==> src/rtl/expr_gen_if.sv <==
// Character stream handshake between the expression generator and its consumer.
interface expr_gen_if;
    logic       out_valid;
    logic       out_ready;
    logic [7:0] out_char;
    logic       out_last;

    modport master (output out_valid, output out_char, output out_last, input out_ready);
    modport slave  (input out_valid, input out_char, input out_last, output out_ready);
endinterface

==> src/rtl/expr_gen.sv <==
// Pseudo-random arithmetic-expression generator: emits digit/operator ASCII bytes
// ("d+d*d...") one per handshake, driven by an 8-bit Fibonacci LFSR.
module expr_gen #(
    parameter int MAX_TERMS = 15
) (
    input  logic        clk,
    input  logic        clr_n,
    input  logic        start,
    input  logic [3:0]  terms,
    input  logic [7:0]  seed,
    output logic        busy,
    expr_gen_if.master  out_if
);

    typedef enum logic [1:0] {IDLE, DIGIT, OP} state_t;

    state_t      state_q, state_d;
    logic [7:0]  lfsr_q, lfsr_d;
    logic [3:0]  cnt_q, cnt_d;
    logic [7:0]  char_q, char_d;
    logic        valid_q, valid_d;
    logic        last_q, last_d;
    logic        busy_q, busy_d;

    logic        xfer;
    logic        accept;
    logic [7:0]  seed_eff;
    logic [7:0]  lfsr_nxt;

    function automatic logic [7:0] lfsr_step(input logic [7:0] l);
        return {l[6:0], l[7] ^ l[5] ^ l[4] ^ l[3]};
    endfunction

    // Nibbles 10..15 fold back onto 0..5 so every LFSR value maps to a digit.
    function automatic logic [7:0] digit_char(input logic [7:0] l);
        logic [3:0] d;
        d = (l[3:0] < 4'd10) ? l[3:0] : l[3:0] - 4'd10;
        return 8'h30 + {4'h0, d};
    endfunction

    function automatic logic [7:0] op_char(input logic [7:0] l);
        return l[0] ? 8'h2A : 8'h2B;
    endfunction

    assign xfer     = valid_q && out_if.out_ready;
    assign seed_eff = (seed == 8'h00) ? 8'h01 : seed;
    assign lfsr_nxt = lfsr_step(lfsr_q);
    assign accept   = (state_q == IDLE) && start && (terms != 4'd0)
                      && (int'(terms) <= MAX_TERMS);

    always_comb begin
        state_d = state_q;
        lfsr_d  = lfsr_q;
        cnt_d   = cnt_q;
        char_d  = char_q;
        case (state_q)
            IDLE: begin
                if (accept) begin
                    lfsr_d  = seed_eff;
                    cnt_d   = terms;
                    char_d  = digit_char(seed_eff);
                    state_d = DIGIT;
                end
            end
            DIGIT: begin
                if (xfer) begin
                    lfsr_d = lfsr_nxt;
                    cnt_d  = cnt_q - 4'd1;
                    // Final digit: return to IDLE and leave out_char at its last value.
                    if (cnt_q == 4'd1) begin
                        state_d = IDLE;
                    end else begin
                        state_d = OP;
                        char_d  = op_char(lfsr_nxt);
                    end
                end
            end
            OP: begin
                if (xfer) begin
                    lfsr_d  = lfsr_nxt;
                    state_d = DIGIT;
                    char_d  = digit_char(lfsr_nxt);
                end
            end
            default: state_d = IDLE;
        endcase
        valid_d = (state_d != IDLE);
        busy_d  = (state_d != IDLE);
        last_d  = (state_d == DIGIT) && (cnt_d == 4'd1);
    end

    always_ff @(posedge clk or negedge clr_n) begin
        if (!clr_n) begin
            state_q <= IDLE;
            lfsr_q  <= 8'h01;
            cnt_q   <= 4'd0;
            char_q  <= 8'h00;
            valid_q <= 1'b0;
            last_q  <= 1'b0;
            busy_q  <= 1'b0;
        end else begin
            state_q <= state_d;
            lfsr_q  <= lfsr_d;
            cnt_q   <= cnt_d;
            char_q  <= char_d;
            valid_q <= valid_d;
            last_q  <= last_d;
            busy_q  <= busy_d;
        end
    end

    assign out_if.out_valid = valid_q;
    assign out_if.out_char  = char_q;
    assign out_if.out_last  = last_q;
    assign busy             = busy_q;

endmodule

==> src/flat_wrapper.sv <==
// flat-port wrapper written by rule: the top's interface ports become plain ports
module expr_gen_flat 
#(
    parameter int MAX_TERMS = 15
)
  (clk, clr_n, start, terms, seed, busy, out_if_out_valid, out_if_out_char, out_if_out_last, out_if_out_ready);
  expr_gen_if out_if_i ();
  input  logic clk;
  input  logic clr_n;
  input  logic start;
  input  logic [3:0] terms;
  input  logic [7:0] seed;
  output logic busy;
  output wire logic [$bits(out_if_i.out_valid)-1:0] out_if_out_valid;
  output wire logic [$bits(out_if_i.out_char)-1:0] out_if_out_char;
  output wire logic [$bits(out_if_i.out_last)-1:0] out_if_out_last;
  input wire logic [$bits(out_if_i.out_ready)-1:0] out_if_out_ready;
  assign out_if_out_valid = out_if_i.out_valid;
  assign out_if_out_char = out_if_i.out_char;
  assign out_if_out_last = out_if_i.out_last;
  assign out_if_i.out_ready = out_if_out_ready;
  expr_gen #(.MAX_TERMS(MAX_TERMS)) u_core (.clk(clk), .clr_n(clr_n), .start(start), .terms(terms), .seed(seed), .busy(busy), .out_if(out_if_i));
endmodule
==> config.mk <==
export PLATFORM = sky130hd
export DESIGN_NAME = expr_gen_flat
export DESIGN_NICKNAME = d
export VERILOG_FILES = /design/src/rtl/expr_gen_if.sv /design/src/rtl/expr_gen.sv /design/src/flat_wrapper.sv
export SDC_FILE = /design/constraint.sdc
export NUM_CORES = 1
export LEC_CHECK = 0
export ABC_AREA = 0
export CAP_MARGIN = 20
export CORE_ASPECT_RATIO = 0.8
export CORE_MARGIN = 2
export CORE_UTILIZATION = 36
export CTS_BUF_LIST = sky130_fd_sc_hd__clkbuf_8
export DETAILED_ROUTE_END_ITERATION = 6
export PLACE_DENSITY_LB_ADDON = 0.12
export SKIP_CTS_REPAIR_TIMING = 1
export SYNTH_ARGS = -nofsm -noshare
export SYNTH_HDL_FRONTEND = slang
export SYNTH_SLANG_ARGS = --single-unit
==> constraint.sdc <==
create_clock -name clk -period 4.43 [get_ports clk]
set_clock_uncertainty 0.05 [all_clocks]
set_input_delay 0.443 -clock clk [delete_from_list [all_inputs] [get_ports clk]]
set_output_delay 0.443 -clock clk [all_outputs]
set_load 0.02 [all_outputs]
==> Flow_metrics.wiki, run 1 <==
{| class="wikitable"
! Metric !! Value
|-
| Result of the run || finished, final reports clean
|-
| Critical path type || reg -> reg
|-
| Fmax || 363 MHz
|-
| Drt initial violations || 88
|-
| Total Routing Usage GR || 0.158
|-
| Fraction of the cycle the final worst path needs || 0.621
|-
| Worst reg2reg path endpoint || u_core.lfsr_q[0]
|-
| Number of synthesized flops with an enable pin || 0
|-
| Category of the worst setup path launch point || flip-flop
|-
| Class of the tightest hold or removal check || in -> async
|-
| Final ANT Viol Nets || 0
|-
| Initial DRT Pass Iterations || 4
|-
| RePlAce Congestion || 0.807
|-
| Detailed-route via count || 1183
|-
| Number of antenna violations at the first check in global routing || 0
|-
| Top cell type's share of synthesized area || 0.364
|-
| Worst Reg-to-Reg Cells || 5
|-
| Count of buffers inserted at the top-level ports || 24
|-
| Synthesized flop and latch total || 22
|-
| CP max FO || 17
|-
| Most frequent cell after synthesis || dfrtp_1
|-
| Mean routed wirelength per cell || between 10 and 15 µm
|-
| Ratio of cells with drive above 1 in the final layout || 0.0889
|-
| Worst Path Arrival || 2900 ps
|-
| FF-to-FF setup slack || 1680 ps
|-
| Filler-free cell count of the finished design || 235
|-
| Combined area of all synthesized cells || roughly 1400 µm²
|-
| Largest net degree at the start of global routing || 23
|-
| Number of global-route vias before repair || between 1000 and 1500
|-
| Routed Wire Length || ~3300 µm
|-
| Cell variety after synth || 41
|-
| Num Clock Sinks || 22
|-
| Clock latency of the later-clocked register in the worst-skew pair || 260 ps
|-
| Synthesized area per cell || 9.15 µm²
|-
| Number of nets in the layout || 206
|-
| Gr ovfl total || 0
|-
| Setup repair after global routing missed its margin || false
|-
| Slew of the pin with the lowest slew margin || 973 ps
|-
| MaxCap Viol Count || 0
|-
| DRC violation count after routing || 0
|-
| Wire length of the first global-routing pass || 5350 µm
|-
| Number of vias per cell || 5.03
|-
| Reg-to-Reg Start || u_core.state_q[1]
|-
| Top area cells in the synthesized netlist || dfrtp_1 36%, ha_1 7.8%, mux2i_1 6.2%
|-
| Sequential cell area fraction in the yosys report || 0.382
|-
| Cell total after placement || 229
|-
| Total count of max-transition violations in the final report || 0
|-
| Core area || 3830 µm²
|-
| Final-layout fill cell count || 369
|-
| Total negative slack || 0 ps
|-
| Vert. Die Dim || 60.7 µm
|-
| Static leakage || 0.000783 µW
|-
| Gate count of the mapped netlist || 158
|-
| Power Dens Cells || 743 nW/µm²
|-
| Number of hold violations in the final report || 0
|-
| Max rail drop VDD || 0.373 mV
|-
| Buffer depth of the longest clock path || 2
|-
| Initial standard-cell utilization of the core || 0.377
|-
| Die width || roughly 75 µm
|-
| Launch point of the critical path || u_core.state_q[1]
|-
| Row count || 20
|-
| Synth-to-Final Area Change || 24.5%
|-
| Master cell of the clock root buffer || clkbuf_8
|-
| Final critical path time including I/O delays and setup || 2750 ps
|-
| Worst-case headroom to the max-slew limit || 0.352
|-
| Worst Setup End Kind || flip-flop
|-
| Clock-pin slew on the worst setup and hold paths || around 80 ps
|-
| Yosys warnings || 0
|-
| Most frequent cells after synthesis || 21 x dfrtp_1, 16 x nor2_1, 12 x a21oi_1, 12 x inv_1, 10 x o21ai_0
|-
| Top flip-flop cell by instance count after synthesis || dfrtp_1
|-
| Largest area contributor in the synthesized netlist || dfrtp_1
|-
| Count of antenna diodes in the layout || 0
|-
| Clock buffers created by TritonCTS || 3
|-
| Setup violations, final || 0
|-
| Placed wire-length estimate || 2480 µm
|-
| Asr flop ratio synth || 1.00
|-
| Critical path data required time || 4580 ps
|-
| Overall die area || 4540 µm²
|-
| Depth of the CTS H-tree || 1
|-
| Count of boundary I/O pins || 27
|-
| TritonCTS clock tree || yes
|}
-- report_power, final --
group	switching (µW)	internal [µW]	total, µW
Sequential	87.6	301	389
Clock	64.3	79.2	143
Combinational	445	359	804
-- state kept, by name, indices dropped and copies added (netlist names) --
| name | flops |
|---|---|
| u_core.out_if.out_valid | 1 |
| u_core.lfsr_q | 8 |
| u_core.state_q | 2 |
| u_core.out_if.out_char | 6 |
| u_core.cnt_q | 4 |
| u_core.out_if.out_last | 1 |
-- stage by stage --
stage	cell area [µm²]	utilization	power, µW	worst slack (ps)	hold WS [ps]
global placement	1710	0.447	1170	1770	403
finish	1800	0.470	1340	1680	352
CTS	1770	0.461	1330	1680	432
floorplan	1450	-	972	2340	97.4
detailed placement	1710	0.447	1180	1710	408
global route	1800	0.470	1440	1450	354
-- layout make-up --
cell class | count | area, µm² | area share
clock buffer | 4 | 55.1 | 0.0306
inverter | 12 | 45.0 | 0.0250
multi-input combinational | 116 | 806 | 0.448
sequential | 22 | 552 | 0.307
tap | 55 | 68.8 | 0.0382
timing repair buffer | 26 | 273 | 0.152
-- cell usage in the layout (no fill, tap or decap), drive strengths merged, types with 2 or more instances in the layout --
master         instances
nand2b                 2
a31oi                  3
a21o                   3
o21ai                 10
a21oi                 12
nand3                  7
mux2i                  9
a221o                  2
conb                   2
xor2                   2
and3                   3
nand3b                 2
clkdlybuf4s50         24
xnor2                  3
nand2                  7
ha                     9
nor3                   2
inv                   12
a31o                   2
nor2                  16
a211oi                 6
clkbuf                 5
dfrtp                 21
-- routing by layer --
metal / GRT usage / vias to the layer above / wire length [µm]
met2: 0.233 / 20 / 1410
met1: 0.239 / 552 / 1740
li1: - / 607 / -
met3: 0.0382 / 4 / 117
met5: 0 / - / 0
met4: 0.0230 / 0 / 16
-- kinds of logic after synthesis --
family / after synthesis / share of synthesized area
and+or+nand+nor: 46 / 0.165
adders and majority gates: 9 / 0.0779
muxes: 10 / 0.0701
xor gates and xnor gates: 5 / 0.0303
DFF: 22 / 0.382
AOI/OAI and AO/OA: 44 / 0.210
buffers and inverters: 21 / 0.0632
other: 1 / 0.00259
-- worst max path at each step --
stage                                   to  slack [ps]  depth (start not counted)
CTS                       u_core.lfsr_q[0]        1680                          5
global placement          u_core.lfsr_q[0]        1770                          5
finish                    u_core.lfsr_q[0]        1680                          5
floorplan           u_core.out_if.out_last        2340                          7
detailed placement        u_core.lfsr_q[0]        1710                          5
global route              u_core.lfsr_q[0]        1450                          5
-- worst max-delay path: stages (launching register included) --
cell	delay, ps
dfrtp_1	440
inv_1	110
ha_1	740
mux2i_1	150
a21oi_1	770
mux2_2	420
(Power assumes the default switching activity.)
==> run 2: changes to the inputs <==
==> constraint.sdc (replaced) <==
create_clock -name clk -period 2.2 [get_ports clk]
set_clock_uncertainty 0.05 [all_clocks]
set_input_delay 0.22 -clock clk [delete_from_list [all_inputs] [get_ports clk]]
set_output_delay 0.22 -clock clk [all_outputs]
set_load 0.02 [all_outputs]
==> run 2 against run 1 <==
  * Count of clock-buffer cells in the layout fell by 1
  * Clock power rose to 2.6 times the previous value
  * Die area did not move
  * Core utilization rose by 3.6 points
  * Hold slack got worse by 95 ps
  * Global-route usage rose by 1.4 points
  * Flip-flop and latch count did not move
  * Cell area rose by 7.7%
  * Maximum frequency rose by 32%
  * Total power rose by 120%
  * Critical path type unchanged
  * Largest cell class unchanged
  * Highest routed layer unchanged
==> Flow_metrics.wiki, run 2 (same netlist as run 1, synthesis figures left out) <==
{| class="wikitable"
! Metric !! Value
|-
| Result of the run || finished, final reports clean
|-
| Detailed-route via count || 1268
|-
| Class of the tightest hold or removal check || in -> async
|-
| Highest routed metal layer || met4
|-
| Number of hold violations in the final report || 0
|-
| CP max FO || 7
|-
| MaxCap Viol Count || 0
|-
| DRC violation count after routing || 0
|-
| Final ANT Viol Nets || 0
|-
| Cell total after placement || about 250
|-
| Setup repair after global routing missed its margin || false
|-
| Reg-to-Reg Start || u_core.state_q[1]
|-
| Clock buffers created by TritonCTS || 3
|-
| Drt initial violations || 74
|-
| Count of boundary I/O pins || 27
|-
| Power Dens Cells || 1530 nW/µm²
|-
| Clock latency of the later-clocked register in the worst-skew pair || 260 ps
|-
| Max rail drop VDD || 0.896 mV
|-
| Power share of the sequential group || 0.264
|-
| Final critical path time including I/O delays and setup || between 2000 and 2500 ps
|-
| Biggest cell delay along the critical path || between 400 and 500 ps
|-
| Fmax || 482 MHz
|-
| Clock network fraction of design power || 0.124
|-
| Launch point of the critical path || u_core.state_q[1]
|-
| Depth of the CTS H-tree || 1
|-
| Vert. Die Dim || 60.7 µm
|-
| Wire length of the first global-routing pass || 5930 µm
|-
| Number of vias per cell || 5.05
|-
| Placed wire-length estimate || 2790 µm
|-
| Die width || between 70 and 80 µm
|-
| Worst Setup End Kind || flip-flop
|-
| Core area || 3830 µm²
|-
| Top register by number of flip-flops || u_core.lfsr_q
|-
| Net switching fraction of the power || 0.420
|-
| Most common cell after layout, fill and taps aside || clkdlybuf4s50_1
|-
| Most frequent cells in the layout || 24 x clkdlybuf4s50_1, 21 x dfrtp_1, 17 x buf_4
|-
| Initial DRT Pass Iterations || 4
|-
| Cells traversed along the worst timing path || inv_1, ha_2, nor2b_2, a31oi_4, a211o_2, or4b_1, nor3_2
|-
| Combinational Power Share || 0.612
|-
| Routed Wire Length || 3550 µm
|-
| PnR Total Power || 2970 µW
|-
| Critical path data required time || 2340 ps
|-
| Worst slack, placed || -91.4 ps
|-
| Buffer depth of the longest clock path || 2
|-
| Total negative slack || 0 ps
|-
| Post-detailed-placement cell area || between 1500 and 2000 µm²
|-
| Synth-to-Final Area Change || 34.1%
|-
| Clock-pin slew on the worst setup and hold paths || 80 ps
|-
| Row count || 20
|-
| Count of antenna diodes in the layout || 0
|-
| Ratio of cells with drive above 1 in the final layout || 0.179
|-
| Count of buffers inserted at the top-level ports || 24
|-
| Number of global-route vias before repair || 1227
|-
| TritonCTS clock tree || yes
|-
| Category of the worst setup path launch point || flip-flop
|-
| Critical path type || reg -> reg
|-
| RePlAce Congestion || around 0.89
|-
| Gr ovfl total || 0
|-
| Worst Path Arrival || 2210 ps
|-
| Flip-flop count of the largest register after layout || 8
|-
| Static leakage || 0.000863 µW
|-
| Internal power summed over all cells || 1720 µW
|-
| Met3 wire length || 145 µm
|-
| Overall die area || 4540 µm²
|-
| Slowest-stage cell, CP || or4b_1
|-
| Mean routed wirelength per cell || 14.1 µm
|-
| Total count of max-transition violations in the final report || 0
|-
| Largest net degree at the start of global routing || 23
|-
| Fraction of the cycle the final worst path needs || 0.944
|-
| Num Clock Sinks || 22
|-
| P_sw || 1250 µW
|-
| Master cell of the clock root buffer || clkbuf_8
|-
| Number of antenna violations at the first check in global routing || 0
|-
| Initial standard-cell utilization of the core || 0.377
|-
| Post-route standard cell area excluding fillers || between 1500 and 2000 µm²
|-
| Detailed route wirelength on metal2 || between 1500 and 2000 µm
|-
| Setup violations, final || 0
|-
| Total Routing Usage GR || 0.172
|-
| Number of nets in the layout || 222
|-
| Final worst slack || between 100 and 150 ps
|-
| Met1 wire length || roughly 1900 µm
|-
| Filler-free cell count of the finished design || 251
|}
run 2: final timing paths:
| check | to | slack (ps) | cells past startpoint |
|---|---|---|---|
| max | u_core.out_if.out_last | 120 | 7 |
| min | u_core.lfsr_q[3] | 260 | 2 |
| max reg2reg | u_core.out_if.out_last | 120 | 7 |
| min reg2reg | u_core.out_if.out_char[5] | 430 | 1 |
| max in group asynchronous | u_core.lfsr_q[0] | 1570 | 2 |
| min in group clk | u_core.out_if.out_char[5] | 430 | 1 |
run 2: worst max-delay path: cells and delay by family, from the launching register on:
family | cells | cell delay [ps]
buffers and inverters | 1 | 110
AOI/OAI and AO/OA | 2 | 390
adders and majority gates | 1 | 270
and+or+nand+nor | 3 | 810
DFF | 1 | 380
run 2: layout make-up:
type                            count  area (µm²)
Sequential cell                    22         552
Fill cell                         350        1890
Multi-Input combinational cell    116         813
Clock buffer                        3        41.3
Inverter                           12        45.0
Tap cell                           55        68.8
Clock inverter                      1        30.0
Timing Repair Buffer               42         388
run 2: routing by layer:
layer / GRT usage / up-vias
li1: - / 636
met4: 0.0153 / 0
met2: 0.251 / 31
met3: 0.0415 / 2
met5: 0 / -
met1: 0.267 / 599
run 2: power groups by stage:
stage | logic [µW] | clock network (µW) | registers (µW)
finish | 1820 | 368 | 786
detailed placement | 1800 | 0 | 784
global placement | 1760 | 0 | 780
floorplan | 1140 | 0 | 819
CTS | 1810 | 379 | 781
global route | 2020 | 405 | 813
run 2: per-stage QoR:
step / utilization / hold WS [ps]
after floorplan: - / -126
after global placement: 0.486 / 398
after detailed placement: 0.486 / 401
after CTS: 0.504 / 266
after global routing: 0.506 / 269
final: 0.506 / 257
==> edit (config.mk and constraints of run 2) <==
`MAX_TERMS` is set to 15 in 2 places; all go to 11.
--- a/src/rtl/expr_gen.sv
+++ b/src/rtl/expr_gen.sv
@@ -3,3 +3,3 @@
 module expr_gen #(
-    parameter int MAX_TERMS = 15
+    parameter int MAX_TERMS = 11
 ) (
--- a/src/flat_wrapper.sv
+++ b/src/flat_wrapper.sv
@@ -3,3 +3,3 @@
 #(
-    parameter int MAX_TERMS = 15
+    parameter int MAX_TERMS = 11
 )
Formal check against the unedited RTL: not equivalent (Yosys sat finds a counterexample within 4 cycles, from zero or initial values).
==> edit against run 2 <==
Total power decreased by 0.24%; synthesized cell count decreased by 0.63%; cell count decreased by 5.6%; wire length decreased by 11%; setup slack improved by 0.033 ns; worst hold slack improved by 0.0067 ns; non-clock buffer count decreased by 13; synthesized area decreased by 0.61%; design area decreased by 5.7%; fmax increased by 1.6%; sequential power increased by 2%; sequential cell count unchanged; global-route usage decreased by 1.7 points.
==> edit: results (changes against run 2) <==
Drt
The first-iteration detailed-routing DRC count was 58 (was 74). The average wire per cell in the routed design came to 13.4 um (was 14.1 um). The via density per instance is 4.96 (was 5.05).

Pwr
The worst-case vdd ir drop was 631 uV (was 896 uV). The static leakage is 0.000786 uW (was 0.000863 uW).

Place
The placer's final routability congestion estimate is 0.823 (was 0.892). The HPWL reported at the end of detailed placement is 2440 um (was 2790 um). The post-place setup slack came to -0.00196 ns (was -0.0914 ns).

GRT
The global-route met1 utilization came to 0.220 (was 0.267). The global router's overall resource usage came to 0.155 (was 0.172). The largest net degree at the start of global routing came to 23 (unchanged).

The wire length of the first global-routing pass is 5340 um (was 5930 um). The via count of the first global-routing pass came to 1164 (was 1227).

Yosys
Top cells by instance count after synthesis: 21 x sky130_fd_sc_hd__dfrtp_1, 19 x sky130_fd_sc_hd__a21oi_1, 16 x sky130_fd_sc_hd__nor2_1 (was 21 x sky130_fd_sc_hd__dfrtp_1, 16 x sky130_fd_sc_hd__nor2_1, 12 x sky130_fd_sc_hd__a21oi_1, 12 x sky130_fd_sc_hd__inv_1, 10 x sky130_fd_sc_hd__o21ai_0). The number of different library cells in the post-synthesis netlist was 43 (was 41). The share of the yosys chip area belonging to registers is 0.384 (was 0.382). Main area contributors after synthesis: sky130_fd_sc_hd__dfrtp_1 37%, sky130_fd_sc_hd__ha_1 7.8%, sky130_fd_sc_hd__a21oi_1 6.6% (was sky130_fd_sc_hd__dfrtp_1 36%, sky130_fd_sc_hd__ha_1 7.8%, sky130_fd_sc_hd__mux2i_1 6.2%).

Cells and area
The top register by number of flip-flops was u_core.lfsr_q (unchanged). The fraction of layout cells with a size suffix above 1 is 0.132 (was 0.179). The number of nets in the layout is 208 (was 222).

Worst setup path
The slack of the worst reg-to-reg path was 0.16 ns (was 0.12 ns). The maximum fanout encountered on the critical timing path is 6 (was 7). The cell at the slowest stage of the critical path was sky130_fd_sc_hd__dfrtp_2 (was sky130_fd_sc_hd__or4b_1).

STA
The peak clock frequency supported by timing came to 489 MHz (was 482 MHz).

Status
Outcome: completed (unchanged).
edit: changes by cell type after synthesis, moves of 3 or more:
cell and delta:
sky130_fd_sc_hd__a21oi_1 +7, sky130_fd_sc_hd__nand3_1 -6, sky130_fd_sc_hd__a211oi_1 -3, sky130_fd_sc_hd__clkbuf_1 -3
edit: area by class of cell:
cell class,count,area (sq um)
tap,55,68.8
inverter,11,41.3
timing repair buffer,29,290
fill,370,1980
sequential,22,553
clock buffer,3,41.3
clock inverter,1,30.0
multi-input combinational,116,803
edit: through the flow:
stage                     std cells  utilization
after floorplan                 158            -
after global placement          233        0.457
after detailed placement        233        0.457
after CTS                       237        0.476
after global routing            237        0.481
final                           237        0.481
edit: logic make-up after synthesis:
group                    Yosys count  share of synthesized area
flip-flops                        22                      0.384
multiplexers                      10                     0.0706
AND/OR/NAND/NOR                   43                      0.155
AO/OA/AOI/OAI                     49                      0.220
buffers and inverters             20                     0.0714
adder cells (fa/ha/maj)            9                     0.0784
XOR/XNOR                           3                     0.0183
other                              1                    0.00261
edit: power breakdown:
group,switching [uW],internal (uW)
registers,187,611
clock network,125,243
logic,955,845
total,1270,1700
edit: worst min-delay path by stage:
| stage | end | slack, ns |
|---|---|---|
| after detailed placement | u_core.out_if.out_char[5]$_DFFE_PN0P_ | 0.41 |
| after CTS | u_core.cnt_q[3]$_DFF_PN0_ | 0.27 |
| after floorplan | u_core.cnt_q[0]$_DFF_PN0_ | -0.13 |
| after global routing | u_core.lfsr_q[2]$_DFFE_PN0P_ | 0.27 |
| final | u_core.lfsr_q[1]$_DFFE_PN0P_ | 0.26 |
| after global placement | u_core.out_if.out_char[5]$_DFFE_PN0P_ | 0.41 |
edit: worst max-delay path: cells and delay by family (launching register included):
| kind | cells | cell delay [ns] |
|---|---|---|
| DFF | 1 | 0.42 |
| AOI/OAI and AO/OA | 3 | 0.62 |
| and+or+nand+nor | 2 | 0.50 |
| buffers and inverters | 1 | 0.08 |
| adders and majority gates | 1 | 0.27 |
edit: routing by layer:
layer  wire length [um]  share of wire
met2               1400           0.44
met3                126          0.040
met1               1610           0.51
met4                 37          0.012
met5                  0              0
